**config.mk**
```make
export PLATFORM = sky130hd
export DESIGN_NAME = m2s_adapter
export DESIGN_NICKNAME = d
export VERILOG_FILES = /design/src/rtl/m2s_pkg.sv /design/src/rtl/m2s_adapter_sync_fifo.sv /design/src/rtl/m2s_adapter.sv
export SDC_FILE = /design/constraint.sdc
export NUM_CORES = 2
export LEC_CHECK = 0
export CORE_ASPECT_RATIO = 0.7
export CORE_MARGIN = 1
export CORE_UTILIZATION = 45
export CTS_CLUSTER_SIZE = 30
export DETAILED_ROUTE_END_ITERATION = 10
export GPL_TIMING_DRIVEN = 0
export PLACE_DENSITY = 0.65
export SETUP_SLACK_MARGIN = 0.02
export SYNTH_ARGS = -nofsm -noshare
export SYNTH_HDL_FRONTEND = slang
export SYNTH_HIERARCHICAL = 1
export SYNTH_SLANG_ARGS = --single-unit
```
**constraint.sdc**
```tcl
create_clock -name clock -period 24.8 [get_ports clock]
set_input_delay 7.44 -clock clock [delete_from_list [all_inputs] [get_ports clock]]
set_output_delay 7.44 -clock clock [all_outputs]
set_load 0.005 [all_outputs]
```
**src/rtl/m2s_pkg.sv**
```systemverilog
// Shared types and CSR constants for the memory-to-stream adapter.
package m2s_pkg;
  typedef logic [1:0]   CsrAddr_t;
  typedef logic [31:0]  Word_t;
  typedef logic [255:0] MasterData_t;
  typedef logic [511:0] StreamData_t;

  localparam CsrAddr_t CSR_LEN    = 2'd0;
  localparam CsrAddr_t CSR_ADDR   = 2'd1;
  localparam CsrAddr_t CSR_STATUS = 2'd2;
  localparam CsrAddr_t CSR_REMAIN = 2'd3;

  localparam Word_t BURST_BYTES = 32'd64;

  typedef enum logic [1:0] {ST_IDLE, ST_RUN, ST_DRAIN} state_t;

  function automatic Word_t align_addr(input Word_t a);
    return a & ~(BURST_BYTES - 32'd1);
  endfunction
endpackage

```
**src/rtl/m2s_adapter_sync_fifo.sv**
```systemverilog
// Show-ahead synchronous FIFO: head is valid combinationally while not empty.
// Pushing when full is a caller error and is flagged by an assertion.
module sync_fifo #(
  parameter int WIDTH = 512,
  parameter int DEPTH = 4
) (
  input  logic                     clock,
  input  logic                     reset,
  input  logic                     push,
  input  logic [WIDTH-1:0]         push_data,
  input  logic                     pop,
  output logic [WIDTH-1:0]         head,
  output logic [$clog2(DEPTH):0]   count,
  output logic                     full,
  output logic                     empty
);
  localparam int AW = $clog2(DEPTH);
  localparam int CW = AW + 1;

  logic [WIDTH-1:0] mem_q [DEPTH];
  logic [AW-1:0]    wr_ptr_q, rd_ptr_q;
  logic [CW-1:0]    count_q;
  logic             do_pop;

  assign do_pop = pop && !empty;
  assign head   = mem_q[rd_ptr_q];
  assign count  = count_q;
  assign full   = (count_q == CW'(DEPTH));
  assign empty  = (count_q == '0);

  always_ff @(posedge clock) begin
    if (reset) begin
      wr_ptr_q <= '0;
      rd_ptr_q <= '0;
      count_q  <= '0;
    end else begin
      if (push)   wr_ptr_q <= wr_ptr_q + AW'(1);
      if (do_pop) rd_ptr_q <= rd_ptr_q + AW'(1);
      if (push && !do_pop)      count_q <= count_q + CW'(1);
      else if (!push && do_pop) count_q <= count_q - CW'(1);
    end
  end

  always_ff @(posedge clock) begin
    if (push) mem_q[wr_ptr_q] <= push_data;
  end

  always_ff @(posedge clock) begin
    if (!reset) assert (!(push && full));
  end
endmodule

```
**src/rtl/m2s_adapter.sv**
```systemverilog
// Burst-reads 64-byte blocks from memory and streams them out as 512-bit words.
// First block appears 1 cycle after its second beat; requests stall on FIFO credit.
module m2s_adapter
  import m2s_pkg::*;
#(
  parameter int FIFO_DEPTH = 4
) (
  input  logic        clock,
  input  logic        reset,
  input  logic        csr_write,
  input  logic        csr_read,
  input  CsrAddr_t    csr_address,
  input  Word_t       csr_writedata,
  output Word_t       csr_readdata,
  output logic        m_read,
  output Word_t       m_address,
  output logic [1:0]  m_burstcount,
  input  logic        m_waitrequest,
  input  MasterData_t m_readdata,
  input  logic        m_readdatavalid,
  output StreamData_t src_data,
  output logic        src_valid,
  input  logic        src_ready,
  output logic        irq
);
  localparam int CW = $clog2(FIFO_DEPTH) + 1;

  state_t        state_q;
  Word_t         req_left_q, req_left_d, remain_q, len_q, addr_q, rdata_q;
  logic [CW-1:0] outst_q, outst_d, fifo_count, fifo_count_d;
  logic [CW:0]   credit_d;
  logic          m_read_q, m_read_d, beat_hi_q, irq_q, run_d;
  logic          accept, beat_ok, push, pop, start, done, fifo_full, fifo_empty;
  MasterData_t   lo_q;
  StreamData_t   fifo_head;

  assign accept  = m_read_q && !m_waitrequest;
  assign beat_ok = m_readdatavalid && (outst_q != '0);
  assign push    = beat_ok && beat_hi_q;
  assign pop     = !fifo_empty && src_ready;
  assign start   = csr_write && (csr_address == CSR_LEN) && (state_q == ST_IDLE)
                   && (csr_writedata != '0);
  assign done    = pop && (state_q == ST_DRAIN) && (remain_q == 32'd1);

  // Credit counts both buffered words and bursts still in flight.
  always_comb begin
    outst_d = outst_q;
    if (accept && !push)      outst_d = outst_q + CW'(1);
    else if (!accept && push) outst_d = outst_q - CW'(1);
    fifo_count_d = fifo_count;
    if (push && !pop)         fifo_count_d = fifo_count + CW'(1);
    else if (!push && pop)    fifo_count_d = fifo_count - CW'(1);
    req_left_d = req_left_q;
    if (start)                req_left_d = csr_writedata;
    else if (accept)          req_left_d = req_left_q - 32'd1;
    run_d    = start || ((state_q == ST_RUN) && !(accept && (req_left_q == 32'd1)));
    credit_d = {1'b0, fifo_count_d} + {1'b0, outst_d};
    m_read_d = (m_read_q && m_waitrequest)
               || (run_d && (req_left_d != '0) && (credit_d < (CW+1)'(FIFO_DEPTH)));
  end

  always_ff @(posedge clock) begin
    if (reset) begin
      state_q    <= ST_IDLE;
      req_left_q <= '0;
      remain_q   <= '0;
      len_q      <= '0;
      addr_q     <= '0;
      rdata_q    <= '0;
      outst_q    <= '0;
      m_read_q   <= 1'b0;
      beat_hi_q  <= 1'b0;
      irq_q      <= 1'b0;
      lo_q       <= '0;
    end else begin
      m_read_q   <= m_read_d;
      outst_q    <= outst_d;
      req_left_q <= req_left_d;

      if (accept)
        addr_q <= addr_q + BURST_BYTES;
      else if (csr_write && (csr_address == CSR_ADDR) && (state_q == ST_IDLE))
        addr_q <= align_addr(csr_writedata);

      if (beat_ok) begin
        if (!beat_hi_q) lo_q <= m_readdata;
        beat_hi_q <= !beat_hi_q;
      end
      if (start) beat_hi_q <= 1'b0;

      if (start)                         remain_q <= csr_writedata;
      else if (pop && (remain_q != '0))  remain_q <= remain_q - 32'd1;

      case (state_q)
        ST_IDLE:  if (start) begin
                    state_q <= ST_RUN;
                    len_q   <= csr_writedata;
                  end
        ST_RUN:   if (accept && (req_left_q == 32'd1)) state_q <= ST_DRAIN;
        ST_DRAIN: if (done) state_q <= ST_IDLE;
        default:  state_q <= ST_IDLE;
      endcase

      // Completion wins over a simultaneous STATUS clear.
      if (done)                                          irq_q <= 1'b1;
      else if (csr_write && (csr_address == CSR_STATUS)) irq_q <= 1'b0;

      if (csr_read) begin
        case (csr_address)
          CSR_LEN:    rdata_q <= len_q;
          CSR_ADDR:   rdata_q <= addr_q;
          CSR_STATUS: rdata_q <= {30'b0, state_q != ST_IDLE, irq_q};
          default:    rdata_q <= remain_q;
        endcase
      end
    end
  end

  always_ff @(posedge clock) begin
    if (!reset) assert (!(fifo_full && (outst_q != '0)));
  end

  sync_fifo #(.WIDTH(512), .DEPTH(FIFO_DEPTH)) u_fifo (
    .clock     (clock),
    .reset     (reset),
    .push      (push),
    .push_data ({m_readdata, lo_q}),
    .pop       (pop),
    .head      (fifo_head),
    .count     (fifo_count),
    .full      (fifo_full),
    .empty     (fifo_empty)
  );

  assign csr_readdata = rdata_q;
  assign m_read       = m_read_q;
  assign m_address    = addr_q;
  assign m_burstcount = 2'd2;
  assign src_data     = fifo_head;
  assign src_valid    = !fifo_empty;
  assign irq          = irq_q;
endmodule
```
After elaboration in Yosys (flattened, before gate mapping) --
Memories as Yosys holds them, arrays and structs flattened. A register that Yosys moved wholly into a read port is not among the register bits. Cells that the tools add are included.
Storage, ports and cells: bits in registers 431, RAM bits 2048, input bits 297, output and inout port bits 581, logic and storage cells 110, memories 1
Operators by class: add/sub/neg operators 10, $lt $le $gt $ge 1, equal/unequal tests 9, multiplexer cells 23, bitwise gates (word level) 1, reductions and logical operators 51
Memory list:
- u_fifo.mem_q | words 4, bits a word 512, read ports 1, clocked after Yosys merged registers in 1, write ports 1, line m2s_adapter_sync_fifo.sv:20 | logic [WIDTH-1:0] mem_q [DEPTH];
Operators by type and width (count):
- 2-to-1 mux 32 bit | 6
- case mux 32 bit (3 select lines) | 1
- nonzero test 32 bit | 3
- equality test 32 x 1 -> 1 bit (second input constant) | 2
- subtractor 32 x 1 -> 32 bit (second input constant) | 2
- adder 32 x 7 -> 32 bit (second input constant) | 1
- logical AND 1 bit | 25
- 2-to-1 mux 3 bit | 6
- 2-to-1 mux 2 bit | 5
- nonzero test 2 bit | 5
- zero test 1 bit | 8
- adder 3 x 1 -> 3 bit (second input constant) | 2
- case mux 2 bit (3 select lines) | 1
- subtractor 3 x 1 -> 3 bit (second input constant) | 2
- adder 2 x 1 -> 2 bit (second input constant) | 2
- adder 3 x 3 -> 4 bit | 1
- equality test 2 x 1 -> 1 bit (second input constant) | 2
- equality test 2 bit (second input constant) | 2
- zero test 2 bit | 2
- less-than comparator 4 x 3 -> 1 bit (second input constant) | 1
- 2-to-1 mux 1 bit | 4
- inequality test 2 bit (second input constant) | 2
- AND reduction 2 bit | 2
- zero test 3 bit | 1
- 6 further kinds | 7

Longest topological paths before layout --
depth after elaboration 11, mapped depth 13, gate-level depth less buffers 12

Hierarchy --
The synthesis kept the hierarchy.
By module, submodules not included:
- sync_fifo | instances 1, cells an instance 2718, area an instance 74427.6 um2, seq. area each 61679.2 um2
- m2s_adapter | instances 1, cells an instance 2160, area an instance 17032.6 um2, seq. area each 8368.0 um2

Worst setup path after synthesis --
Ideal clock, no wire load.
kind input to register, start input port m_readdatavalid, end memory u_fifo.mem_q[0][0], enable pin, library setup time 0.941 ns, data arrival time 19.469 ns, data required time 23.859 ns, slack 4.390 ns, stages 4, path buffers 1, cell sequence o211ai_1 > clkbuf_1 > inv_1 > and2_1
Between the ends: cells in the longest elaborated chain, start to end 4
Ends and longest elaborated chain:
- from (decl) | line m2s_adapter.sv:20 | input logic m_readdatavalid,
- logical AND 1 bit | line m2s_adapter.sv:38 | assign beat_ok = m_readdatavalid && (outst_q != '0);
- logical AND 1 bit | line m2s_adapter.sv:39 | assign push = beat_ok && beat_hi_q;
- net push | line m2s_adapter.sv:33 | logic accept, beat_ok, push, pop, start, done, fifo_full, fifo_empty;
- 2-to-1 mux 1 bit | line m2s_adapter_sync_fifo.sv:45 | if (push) mem_q[wr_ptr_q] <= push_data;
- 2-to-1 mux 1 bit (implied by the code) | line m2s_adapter_sync_fifo.sv:45
- to (decl) | line m2s_adapter_sync_fifo.sv:20
The timed path passes the listed nets, and every way through them passes these cells.

==> impl_summary.txt <==
----------------------------------------------------
[Detailed routing]
  Pre-Repair DR Iteration Count ... 6
  DRC violation total after the first TritonRoute iteration ... 4692
  Wire length per cell ... 27.4 um
  Remaining design rule violation count ... 0
  Wire length after detailed routing ... 244000 um
  Number of vias after detailed routing ... 49500
  Post-route ant nets ... 0
  Post-detailed-route via-to-cell ratio ... 5.58

[Clock network]
  Count of cells resized by post-cts repair ... 0
  Number of buffers on the longest clock path ... 4
  Hold-fix buffer count after cts ... 0
  Cts bufs inserted ... 231
  Number of buffers inserted to repair setup after CTS ... 0
  Clock-pin slew on the worst setup and hold paths ... 0.06 ns
  TritonCTS clock tree ... built
  CTS H-tree depth ... 4
  Latest clock arrival within the worst-skew pair ... 0.87 ns
  # clock sinks ... 2475
  Clk root buf ... sky130_fd_sc_hd__clkbuf_16

[Setup path]
  Cell with the biggest individual delay on the critical path ... sky130_fd_sc_hd__clkbuf_1
  Data required time of the critical path ... 17.36 ns
  Crit-path most repeated cell ... sky130_fd_sc_hd__buf_2
  Crit path largest cell delay ... 0.85 ns
  Category of the critical setup timing path ... register to primary output
  CP Launch Type ... register
  CP arrival ... 3.79 ns
  Cell family with the largest share of critical-path delay ... buffers and inverters
  Count of buffer and inverter cells on the critical path ... 4
  Max FO, Critical Path ... 10
  Critical path endpoint category ... primary output
  CP cell instances ... buf_2 > clkbuf_1 > buf_2 > mux4_2 > clkdlybuf4s50_1

[Timing]
  Achievable frequency ... 89.1 MHz
  Setup repair after global routing missed its margin ... false
  Worst slew margin relative to its limit ... 5.29%
  Post-route fraction of the period consumed by the critical path ... 45.3%
  Number of pins with negative max-slew slack in the final report ... 0
  Shortest period the worst path allows ... 11.23 ns
  Measured slew at the worst slew-check pin ... 1.41 ns
  Worst Skew ... 0.0496 ns
  Post-route setup TNS ... 0 ns
  Total count of hold-check failures in the final report ... 0
  Setup violations, final ... 0

[Power]
  Maximum vdd ir drop ... 0.0000576 V
  Leakage Power ... 0.0351 uW
  Power density over the cells ... 73.6 mW/mm^2
  Overall power of the completed layout ... 8250 uW

[Floorplan]
  Area of the core ... 0.202 sq mm
  Effective utilization at floorplan ... 45.3%
  Floorplan die height ... 379 um
  Total die area ... 0.205 sq mm
  Number of I/O pins ... 878
  Site Rows ... 138
  Horizontal die dimension ... 541 um

[Synthesis]
  Post-Syn Instances ... 4877
  Yosys warning count ... 6
  Post-synthesis cell area ... 0.0915 sq mm
  Mean instance size in the synthesized netlist ... 18.8 sq um

[Global route]
  Initial antenna violation count ... 25
  Met3 usage in global routing ... 4.31%
  Most Crowded Layer GR ... met2
  Met2 Use GR ... 37.4%
  Global routing met1 resource utilization ... 32.8%
  Pin count of the biggest net entering global routing ... 57
  Remaining global-route overflow ... 0
  Via count of the first global-routing pass ... 48800
  Wire length of the first global-routing pass ... 347000 um
  Overall Global Routing Usage ... 23.3%

[Place]
  # port buffers ... 865
  Global placer's final weighted congestion ... 0.880
  Cell area after placement ... 0.105 sq mm
  Hpwl dp ... 168000 um

[Worst hold path]
  Worst min-delay path category ... register to register

[Finish]
  NumNets Final ... 6341
  Signed area change from the synthesized netlist to the final layout ... 22.6%
  Area occupied by multi-input gates ... 0.0198 sq mm
  Fraction of final layout cells with drive strength greater than 1 ... 16.6%
  Sequential cell area ... 0.0700 sq mm
  Fillers ... 15500
  Layout Cell Area excl Fill ... 0.112 sq mm

[Flow run]
  Total of max-cap violations ... 0

[Outcome]
  Run status ... finished, final reports clean

----------------------------------------------------
-- through the flow --
stage / setup WS (ns) / cells / hold slack [ns] / utilization (%)
6_report: 13.57 / 8887 / 0.456 / 55.5
5_1_grt: 13.30 / 8884 / 0.482 / 55.5
4_1_cts: 13.23 / 8880 / 0.457 / 55.5
3_5_place_dp: 13.34 / 8453 / 0.448 / 51.8
3_3_place_gp: -6.51 / 8408 / 0.441 / 51.2
2_1_floorplan: 4.39 / 4883 / 0.436 / -
-- report_power, final --
group | leakage [uW] | switching [uW] | internal (uW)
clock network | 0.00361 | 1530 | 1950
registers | 0.0221 | 29.6 | 4500
logic | 0.00934 | 142 | 94.1
total | 0.0351 | 1700 | 6540
-- placed cells by master (no fill, tap or decap), drive strengths merged, types with 6 or more instances in the layout --
master,n
edfxtp,2048
clkdlybuf4s50,865
nand2,618
mux4,512
clkbuf,483
dfxtp,427
a21oi,396
buf,169
nor2,124
clkinv,72
a211oi,48
nor3,42
xnor2,40
o21bai,36
nor4,32
mux2i,29
xor2,26
inv,23
nand3,22
o21ai,20
nand4,17
ha,17
bufinv,14
or3,12
and3,10
conb,8
or2,8
and2,8
diode,7
o211ai,7
nand2b,7
a22oi,7
clkinvlp,7
nor2b,6
a31oi,6
or4,6
-- registers in the layout, indices dropped and copies added (netlist names), named ones only --
register,count
beat_hi_q,1
csr_readdata,32
irq,1
len_q,32
lo_q,256
m_address,26
m_read,1
outst_q,3
remain_q,32
req_left_q,32
state_q,2
u_fifo/count,3
u_fifo/mem_q,2048
u_fifo/rd_ptr_q,2
u_fifo/wr_ptr_q,2
-- worst paths after layout --
kind / startpoint / endpoint / slack [ns] / cells after the start
worst max register to register: m_read$_SDFF_PP0_ / m_read$_SDFF_PP0_ / 20.65 / 11
worst max-delay path: register / src_data[176] / 13.57 / 5
worst min-delay path: len_q[14]$_SDFFE_PP0P_ / len_q[14]$_SDFFE_PP0P_ / 0.46 / 2
worst min register to register: len_q[14]$_SDFFE_PP0P_ / len_q[14]$_SDFFE_PP0P_ / 0.46 / 2
-- cell type report --
cell class / instances / area share [%]
timing repair buffer: 910 / 8.79
inverter: 16 / 0.0536
antenna: 7 / 0.0156
tap: 2660 / 2.97
multi-input combinational: 2112 / 17.6
sequential: 2475 / 62.5
buffer: 280 / 1.46
clock buffer: 327 / 5.71
clock inverter: 100 / 0.877
-- tightest hold or removal path: stages (launching register included) --
cell                      delay [ns]
sky130_fd_sc_hd__dfxtp_1        0.31
sky130_fd_sc_hd__nand2_1        0.05
sky130_fd_sc_hd__a21oi_1        0.05
-- routing by layer --
layer | share of wire, % | wire [um] | vias to the layer above
met5 | 0.017 | 42 | -
met4 | 2.8 | 6870 | 6
met3 | 6.4 | 15600 | 358
met2 | 48 | 117000 | 1718
met1 | 43 | 104000 | 25900
li1 | - | - | 21600
Power figures use the tool's default switching activity.
